**config.mk**
```make
export PLATFORM = sky130hd
export DESIGN_NAME = sbox_lut_engine_flat
export DESIGN_NICKNAME = d
export VERILOG_FILES = /design/src/rtl/sbox_lut_engine_if.sv /design/src/rtl/sbox_lut_engine.sv /design/src/flat_wrapper.sv
export SDC_FILE = /design/constraint.sdc
export NUM_CORES = 2
export LEC_CHECK = 0
export BUFFER_PORTS_ARGS = -buffer_cell sky130_fd_sc_hd__buf_2
export CORE_MARGIN = 1.5
export CORE_UTILIZATION = 25
export CTS_BUF_LIST = sky130_fd_sc_hd__clkbuf_8
export DETAILED_ROUTE_END_ITERATION = 12
export PLACE_DENSITY_LB_ADDON = 0.05
export SETUP_SLACK_MARGIN = 0.15
export SLEW_MARGIN = 25
export SYNTH_ARGS = -nofsm -noshare
export SYNTH_HDL_FRONTEND = slang
export SYNTH_SLANG_ARGS = --single-unit
```
**constraint.sdc**
```tcl
create_clock -name clk_i -period 5.85 [get_ports clk_i]
set_input_delay 0 -clock clk_i [delete_from_list [all_inputs] [get_ports clk_i]]
set_output_delay 0 -clock clk_i [all_outputs]
set_load 0.01 [all_outputs]
```
**src/rtl/sbox_lut_engine_if.sv**
```systemverilog
// Handshake bundle for the S-box engine: table-write port,
// vector input port, result output port and busy flag.
interface sbox_lut_engine_if #(
   parameter int NUM_LANES = 64,
   parameter int SBOX_W    = 5
);
   logic                          cfg_wr_valid_i;
   logic                          cfg_wr_ready_o;
   logic [SBOX_W-1:0]             cfg_wr_addr_i;
   logic [SBOX_W-1:0]             cfg_wr_data_i;
   logic                          in_valid_i;
   logic                          in_ready_o;
   logic                          in_bypass_i;
   logic [NUM_LANES*SBOX_W-1:0]   in_data_i;
   logic                          out_valid_o;
   logic                          out_ready_i;
   logic [NUM_LANES*SBOX_W-1:0]   out_data_o;
   logic                          busy_o;

   modport slave (
      input  cfg_wr_valid_i, cfg_wr_addr_i, cfg_wr_data_i,
      input  in_valid_i, in_bypass_i, in_data_i, out_ready_i,
      output cfg_wr_ready_o, in_ready_o, out_valid_o,
      output out_data_o, busy_o
   );

   modport master (
      output cfg_wr_valid_i, cfg_wr_addr_i, cfg_wr_data_i,
      output in_valid_i, in_bypass_i, in_data_i, out_ready_i,
      input  cfg_wr_ready_o, in_ready_o, out_valid_o,
      input  out_data_o, busy_o
   );
endinterface

```
**src/rtl/sbox_lut_engine.sv**
```systemverilog
// Time-multiplexed S-box engine: programmable table applied to
// LANES_PER_CYCLE lanes per beat, with a one-cycle bypass path.
module sbox_lut_engine #(
   parameter int NUM_LANES       = 64,
   parameter int SBOX_W          = 5,
   parameter int LANES_PER_CYCLE = 8
) (
   input logic              clk_i,
   input logic              rst_i,
   sbox_lut_engine_if.slave bus
);

   localparam int BEATS     = NUM_LANES / LANES_PER_CYCLE;
   localparam int BW        = (BEATS > 1) ? $clog2(BEATS) : 1;
   localparam int ENTRIES   = 2 ** SBOX_W;
   localparam int VW        = NUM_LANES * SBOX_W;
   localparam int BEAT_BITS = LANES_PER_CYCLE * SBOX_W;
   localparam logic [BW-1:0] LAST_BEAT = BW'(BEATS - 1);

   if (NUM_LANES % LANES_PER_CYCLE != 0) begin : g_bad_cfg
      $error("LANES_PER_CYCLE must divide NUM_LANES");
   end

   typedef enum logic [1:0] {
      S_IDLE,
      S_BUSY,
      S_DONE
   } state_t;

   state_t                r_state;
   state_t                w_next;
   logic [BW-1:0]         r_beat;
   logic [VW-1:0]         r_in_buf;
   logic [VW-1:0]         r_out_buf;
   logic [SBOX_W-1:0]     r_table [ENTRIES];
   logic [BEAT_BITS-1:0]  w_beat_in;
   logic [BEAT_BITS-1:0]  w_beat_out;
   logic                  w_in_ready;
   logic                  w_cfg_ready;
   logic                  w_out_valid;
   logic                  w_busy;
   logic                  w_accept;
   logic                  w_cfg_wr;

   always_ff @(posedge clk_i) begin
      if (rst_i) r_state <= S_IDLE;
      else       r_state <= w_next;
   end

   always_comb begin
      w_next      = r_state;
      w_in_ready  = 1'b0;
      w_cfg_ready = 1'b0;
      w_out_valid = 1'b0;
      w_busy      = 1'b0;
      unique case (r_state)
         S_IDLE: begin
            w_in_ready  = 1'b1;
            w_cfg_ready = 1'b1;
            if (bus.in_valid_i)
               w_next = bus.in_bypass_i ? S_DONE : S_BUSY;
         end
         S_BUSY: begin
            w_busy = 1'b1;
            if (r_beat == LAST_BEAT) w_next = S_DONE;
         end
         S_DONE: begin
            w_busy      = 1'b1;
            w_out_valid = 1'b1;
            if (bus.out_ready_i) w_next = S_IDLE;
         end
         default: w_next = S_IDLE;
      endcase
   end

   assign w_accept = w_in_ready && bus.in_valid_i;
   assign w_cfg_wr = w_cfg_ready && bus.cfg_wr_valid_i;

   // Lanes of the current beat, each routed through the table
   always_comb begin
      w_beat_in  = r_in_buf[int'(r_beat) * BEAT_BITS +: BEAT_BITS];
      w_beat_out = '0;
      for (int j = 0; j < LANES_PER_CYCLE; j++)
         w_beat_out[j*SBOX_W +: SBOX_W] =
            r_table[w_beat_in[j*SBOX_W +: SBOX_W]];
   end

   always_ff @(posedge clk_i) begin
      if (rst_i) begin
         for (int i = 0; i < ENTRIES; i++)
            r_table[i] <= SBOX_W'(i);
      end else if (w_cfg_wr) begin
         r_table[bus.cfg_wr_addr_i] <= bus.cfg_wr_data_i;
      end
   end

   always_ff @(posedge clk_i) begin
      if (rst_i) begin
         r_beat    <= '0;
         r_in_buf  <= '0;
         r_out_buf <= '0;
      end else if (w_accept) begin
         r_beat   <= '0;
         r_in_buf <= bus.in_data_i;
         if (bus.in_bypass_i) r_out_buf <= bus.in_data_i;
      end else if (r_state == S_BUSY) begin
         r_beat <= r_beat + BW'(1);
         r_out_buf[int'(r_beat) * BEAT_BITS +: BEAT_BITS] <= w_beat_out;
      end
   end

   assign bus.in_ready_o     = w_in_ready;
   assign bus.cfg_wr_ready_o = w_cfg_ready;
   assign bus.out_valid_o    = w_out_valid;
   assign bus.out_data_o     = r_out_buf;
   assign bus.busy_o         = w_busy;

endmodule

```
**src/flat_wrapper.sv**
```systemverilog
// flat-port wrapper written by rule: the top's interface ports become plain ports
module sbox_lut_engine_flat 
#(
   parameter int NUM_LANES       = 64,
   parameter int SBOX_W          = 5,
   parameter int LANES_PER_CYCLE = 8
)
  (clk_i, rst_i, bus_cfg_wr_valid_i, bus_cfg_wr_addr_i, bus_cfg_wr_data_i, bus_in_valid_i, bus_in_bypass_i, bus_in_data_i, bus_out_ready_i, bus_cfg_wr_ready_o, bus_in_ready_o, bus_out_valid_o, bus_out_data_o, bus_busy_o);
  sbox_lut_engine_if #(.NUM_LANES(NUM_LANES), .SBOX_W(SBOX_W)) bus_i ();
  input logic clk_i;
  input logic rst_i;
  input wire logic [$bits(bus_i.cfg_wr_valid_i)-1:0] bus_cfg_wr_valid_i;
  input wire logic [$bits(bus_i.cfg_wr_addr_i)-1:0] bus_cfg_wr_addr_i;
  input wire logic [$bits(bus_i.cfg_wr_data_i)-1:0] bus_cfg_wr_data_i;
  input wire logic [$bits(bus_i.in_valid_i)-1:0] bus_in_valid_i;
  input wire logic [$bits(bus_i.in_bypass_i)-1:0] bus_in_bypass_i;
  input wire logic [$bits(bus_i.in_data_i)-1:0] bus_in_data_i;
  input wire logic [$bits(bus_i.out_ready_i)-1:0] bus_out_ready_i;
  output wire logic [$bits(bus_i.cfg_wr_ready_o)-1:0] bus_cfg_wr_ready_o;
  output wire logic [$bits(bus_i.in_ready_o)-1:0] bus_in_ready_o;
  output wire logic [$bits(bus_i.out_valid_o)-1:0] bus_out_valid_o;
  output wire logic [$bits(bus_i.out_data_o)-1:0] bus_out_data_o;
  output wire logic [$bits(bus_i.busy_o)-1:0] bus_busy_o;
  assign bus_i.cfg_wr_valid_i = bus_cfg_wr_valid_i;
  assign bus_i.cfg_wr_addr_i = bus_cfg_wr_addr_i;
  assign bus_i.cfg_wr_data_i = bus_cfg_wr_data_i;
  assign bus_i.in_valid_i = bus_in_valid_i;
  assign bus_i.in_bypass_i = bus_in_bypass_i;
  assign bus_i.in_data_i = bus_in_data_i;
  assign bus_i.out_ready_i = bus_out_ready_i;
  assign bus_cfg_wr_ready_o = bus_i.cfg_wr_ready_o;
  assign bus_in_ready_o = bus_i.in_ready_o;
  assign bus_out_valid_o = bus_i.out_valid_o;
  assign bus_out_data_o = bus_i.out_data_o;
  assign bus_busy_o = bus_i.busy_o;
  sbox_lut_engine #(.NUM_LANES(NUM_LANES), .SBOX_W(SBOX_W), .LANES_PER_CYCLE(LANES_PER_CYCLE)) u_core (.clk_i(clk_i), .rst_i(rst_i), .bus(bus_i));
endmodule
```
-- Word level (Yosys, flattened, before mapping)
Memories as Yosys holds them, arrays and structs flattened.
Index checks and enable logic that the tools add are counted.
- add/subtract/negate cells: 2
- multipliers: 1
- equal/unequal tests: 7
- shift-type cells: 3
- muxes and demuxes: 20
- reduce and logical (&&, ||, !) cells: 9
- operator list (kind ; count):
    $mux 320 ; 3
    $bwmux 320 ; 1
    $shift 40x33->320 const A ; 1
    $shiftx 320x32->40 ; 1
    $shiftx 40x33->320 ; 1
    $neg 32->33 ; 1
    $mux 5 ; 2
    $mux 1 ; 9
    $mux 2 ; 4
    $mul 3x3->6 const B ; 1
    $ne 2x2->1 const B ; 3
    $pmux 2 s3 ; 1
    $reduce_or 5->1 ; 1
    $reduce_or 2->1 ; 2
    $add 3x1->3 const B ; 1
    $eq 3x3->1 const B ; 1
    $reduce_and 3->1 ; 1
    $eq 2x1->1 const B ; 1
    $eq 2x2->1 const B ; 1
    $logic_and 1x1->1 ; 2
    $logic_not 2->1 ; 1
    $ne 2x1->1 const B ; 1
    $reduce_and 2->1 ; 1
    $reduce_bool 2->1 ; 1
- register bits: 645
- RAM bits: 160
- input bits: 336
- output and inout port bits: 324
- logic and storage cells: 47
- memories kept: 1
- memories (name ; depth ; width ; rd ports ; clocked after memory_dff ; write ports ; RTL line ; text):
    u_core.r_table ; 32 ; 5 ; 8 ; 0 ; 32 ; sbox_lut_engine.sv:35 ; logic [SBOX_W-1:0] r_table [ENTRIES];

-- Logic depth before layout (Yosys ltp)
- depth after elaboration: 8
- gate-level depth with buffers: 23
- gate-level depth less buffers: 15

-- Least setup slack after synthesis
Ideal clock, no wire load.
- kind: flip-flop to flip-flop
- start: register u_core.r_beat[0]
- end: register u_core.r_out_buf[317], in the netlist u_core.bus.out_data_o[317]
- library setup time: 0.122 ns
- arrival time: 5.160 ns
- required time: 5.728 ns
- setup slack: 0.569 ns
- stages on the path, launching flop included: 20
- path buffers: 9
- clock period less this slack: 5.281 ns
- path through: dfxtp_1 > buf_6 > buf_12 > buf_6 > inv_2 > buf_1 > buf_1 > buf_1 > ha_1 > clkbuf_1 > nor3b_1 > and2_1 > clkbuf_1 > nor3_1 > a22o_1 > a31oi_1 > nor3_1 > and2_1 > clkbuf_1 > a221o_1
- longest elaborated chain between the ends: 7
- elaborated cells between the ends (all ways): 9
- classes of those cells: add/sub: 1; mul: 1; shift: 3; mux: 3; memory: 1
- ends and longest elaborated chain (element ; RTL line ; text):
    start: declaration ; sbox_lut_engine.sv:32 ; logic [BW-1:0] r_beat;
    start signal: assignment ; sbox_lut_engine.sv:107 ; r_beat <= r_beat + BW'(1);
    $mul 3x3->6 * ; sbox_lut_engine.sv:81, sbox_lut_engine.sv:108 ;
    $shiftx 320x32->40 ; sbox_lut_engine.sv:81 ; w_beat_in = r_in_buf[int'(r_beat) * BEAT_BITS +: BEAT_BITS];
    $mem_v2 32x5 ; n/a ;
    $shiftx 40x33->320 ; sbox_lut_engine.sv:108 ; r_out_buf[int'(r_beat) * BEAT_BITS +: BEAT_BITS] <= w_beat_out;
    $bwmux 320 * ; sbox_lut_engine.sv:108 ;
    $mux 320 * ; sbox_lut_engine.sv:106 ; end else if (r_state == S_BUSY) begin
    $mux 320 * ; sbox_lut_engine.sv:102 ; end else if (w_accept) begin
    end signal: assignment ; sbox_lut_engine.sv:105 ; if (bus.in_bypass_i) r_out_buf <= bus.in_data_i;
    end signal: indexed assignment ; sbox_lut_engine.sv:108 ;
    end: declaration ; sbox_lut_engine.sv:34 ; logic [VW-1:0] r_out_buf;
Mark *: on every way between the ends. The rest lies on a longest branch, timed or not. The select of a mux whose other input is x is not followed.
A chain may end at the register's enable or synchronous reset.

-- Final worst setup path
- start: register u_core.r_beat[0]
- end: register u_core.r_out_buf[154], in the netlist u_core.bus.out_data_o[154]
The elaborated chain is that of the path after synthesis.

==> metrics <==
Post-synth EDFFs 160; Pleak 27.7 nW; drt via density 5.91; Max Fclk 178 MHz; Power per Cell Area 310 nW/µm²; R2R depth 14; CTS Buf Count 164; Gate Count Post-Synth 6408; Total Routing Usage GR 0.415; Max Cap Viol 0; most frequent cells after synthesis nand2_1 (1396), a21oi_1 (694), dfxtp_1 (645), mux2i_1 (603), clkbuf_1 (393); Clock Power Share 0.306; clock sinks 805; GRT overflow 0; syn_nets 6758; Netlist Area Pre-Place 51400 µm²; status completed; crit end category flip-flop; Worst VDD drop 0.246 mV; Ys Warns 0; number of setup violations in the final report 0; slowest cell on the critical path dfxtp_4; Max-slew headroom 0.245; FF-to-FF Start u_core.r_beat[0]$_SDFFE_PP0P_; crit path cell chain buf_12 -> mux4_2 -> nor2_1 -> nor2_4 -> buf_16 -> buf_4 -> o21ai_0 -> o211ai_1 -> nand4_1 -> buf_4 -> o2bb2ai_2 -> buf_4 -> nand2_1 -> a41oi_1; most common cell in the netlist nand2_1; post-detail-place hpwl 349000 µm; Design Area, Final 70000 µm²; initial antenna violation count 54; RSZ-0062 raised after global routing false; Synth cell types 122; Top Family by Delay on Critical Path compound AO/OA/AOI/OAI gates; DRT iter0 DRCs 7796; clock tree buffer depth 3; R2R Setup Slk 230 ps; core area 205000 µm²; Final Critical Period 5620 ps; CP most frequent cell buf_4; Crit Path Max Fanout 37; Synth top area share 0.251; relative area change from synthesis to final layout 36.0%; Die Area 208000 µm²; per-cell routed wire length 42.5 µm; Vias 62800; Psw 9.37 mW; Most used DFF post-synth dfxtp_1; setup_tns 0 ps; chip width 457 µm; Worst Hold Depth 3; Hold Crit Start rst_i; GPL Wtd Cong 1.04; Net Sw Frac 0.432; sequential cell area fraction in the yosys report 0.344; largest net degree at the start of global routing 165; Worst-path clk slew 60 ps; clk_lat worst skew 970 ps; register area 17700 µm²; Mean Syn Cell Area 8.03 µm²; hold crit path type in -> reg; #FFs+latches synth 805; ranking of synthesized cells by area dfxtp_1 (25%), mux2i_1 (12%), nand2_1 (10%); DRT antenna net count 0; Fillers 21800; logic gate share of total power 0.379; PortBufs 659; CP peak stage delay 760 ps; Post-DP Area 60100 µm²; CTS tree built; Remaining DRCs 0; Initial Utilization 0.251; fin cells 10600; DR pass1 iterations 6; die extent in y 457 µm; Detailed Route WL 451000 µm; Slew Viols, Final 0; Worst-Margin Slew 1130 ps; Fin Clk Skew 86.5 ps; WHS Endpoint u_core.r_in_buf[106]$_SDFFE_PP0P_; crit path DAT 6500 ps; startpoint types flip-flop; Pint 12.3 mW; Worst Path Required 6730 ps; Root Driver clkbuf_8; dpl cells 9673; Sequential Power Share 0.315; CTS H-tree lvls 4; crit path buf inv count 5; # rows 166; vias in the first global route 59400; multi-input logic area 30800 µm²; Synth area leader dfxtp_1; final hold violation count 0; ratio of final minimum period to clock period 0.961; Final #Nets 8114; share of post-route cells with drive strength above 1 0.218; global-route wire length before repair 580000 µm; io pins 660; RR Endpoint u_core.bus.out_data_o[154]$_SDFFE_PP0P_; kind of critical path reg -> reg; Synth async-reset ratio 0
-- registers in the layout, summed over array words and instances (netlist names) --
register	cells
u_core.r_table	160
u_core.r_in_buf	320
u_core.bus.out_data_o	320
u_core.r_state	2
u_core.r_beat	3
-- power groups by stage --
stage / Combinational (mW) / Clock, mW / Sequential [mW]
floorplan: 3.53 / 0 / 6.53
global placement: 7.57 / 0 / 6.92
detailed placement: 7.57 / 0 / 6.91
CTS: 7.94 / 6.72 / 6.80
global route: 8.34 / 6.93 / 6.80
finish: 8.22 / 6.64 / 6.83
-- metrics by stage --
step | util | worst slack [ps] | total power [mW] | hold WS, ps
2_1_floorplan | - | 569 | 10.1 | 136
3_3_place_gp | 0.293 | -85.9 | 14.5 | 262
3_5_place_dp | 0.294 | 153 | 14.5 | 263
4_1_cts | 0.341 | 156 | 21.5 | 0.413
5_1_grt | 0.342 | 162 | 22.1 | 28.5
6_report | 0.342 | 229 | 21.7 | 82.2
-- worst register-to-register path, stage by stage (launching register included) --
cell	delay [ps]
dfxtp_4	760
buf_12	390
mux4_2	440
nor2_1	110
nor2_4	590
buf_16	240
buf_4	340
o21ai_0	180
o211ai_1	700
nand4_1	290
buf_4	310
o2bb2ai_2	620
buf_4	340
nand2_1	80
a41oi_1	200
-- cell usage in the layout (no fill, tap or decap), types with 52 or more instances in the layout --
master / netlist / layout
nand2_1: 1396 / 1394
a21oi_1: 694 / 688
buf_2: 76 / 657
dfxtp_1: 645 / 642
dlygate4sd3_1: 0 / 612
mux2i_1: 603 / 602
buf_4: 49 / 449
o21ai_0: 297 / 296
nand3_1: 277 / 276
nor2_1: 270 / 267
clkbuf_8: 0 / 207
edfxtp_1: 160 / 160
nor3_1: 141 / 140
inv_1: 53 / 106
o22ai_1: 85 / 85
a211oi_1: 80 / 80
mux2_2: 75 / 74
a31oi_1: 73 / 73
buf_12: 3 / 65
a221o_1: 62 / 62
or3_1: 57 / 57
mux4_2: 56 / 56
a311oi_1: 52 / 52
-- area by class of cell --
class / instances / share of cell area
Sequential cell: 805 / 0.253
Timing Repair Buffer: 1788 / 0.203
Clock inverter: 93 / 0.0108
Antenna cell: 30 / 0.00107
Tap cell: 2688 / 0.0481
Multi-Input combinational cell: 4946 / 0.440
Clock buffer: 207 / 0.0407
Inverter: 59 / 0.00324
-- what timing repair did --
item | CTS | global route
hold endpoints to repair | 798 | 0
endpoints found under the setup margin | 2 | 44
resized for setup | 1 | 3
buffers inserted | 0 | 0
hold buffers | 612 | 0
-- kinds of logic after synthesis --
group,Yosys count,synth area share
xor gates and xnor gates,7,0.00134
and+or+nand+nor,2406,0.205
muxes,741,0.161
adders and majority gates,14,0.00341
buffers and inverters,657,0.0601
AOI/OAI and AO/OA,1778,0.225
DFF,805,0.344
-- worst max path at each step --
stage	slack, ps	end	depth (start not counted)	startpoint
final	230	u_core.bus.out_data_o[154]$_SDFFE_PP0P_	14	u_core.r_beat[0]$_SDFFE_PP0P_
after floorplan	570	u_core.bus.out_data_o[317]$_SDFFE_PP0P_	19	u_core.r_beat[0]$_SDFFE_PP0P_
after CTS	160	u_core.bus.out_data_o[104]$_SDFFE_PP0P_	14	u_core.r_beat[1]$_SDFFE_PP0P_
after detailed placement	150	u_core.bus.out_data_o[109]$_SDFFE_PP0P_	14	u_core.r_beat[0]$_SDFFE_PP0P_
after global placement	-90	u_core.bus.out_data_o[45]$_SDFFE_PP0P_	14	u_core.r_beat[0]$_SDFFE_PP0P_
after global routing	160	u_core.bus.out_data_o[237]$_SDFFE_PP0P_	15	u_core.r_beat[0]$_SDFFE_PP0P_
-- routing by layer --
metal | vias up | track usage | wire [µm]
met5 | - | 0 | 220
met4 | 32 | 0.338 | 43600
met3 | 1165 | 0.0783 | 34400
met2 | 3837 | 0.648 | 200000
met1 | 31600 | 0.497 | 173000
li1 | 26100 | - | -
Power figures use the tool's default switching activity.
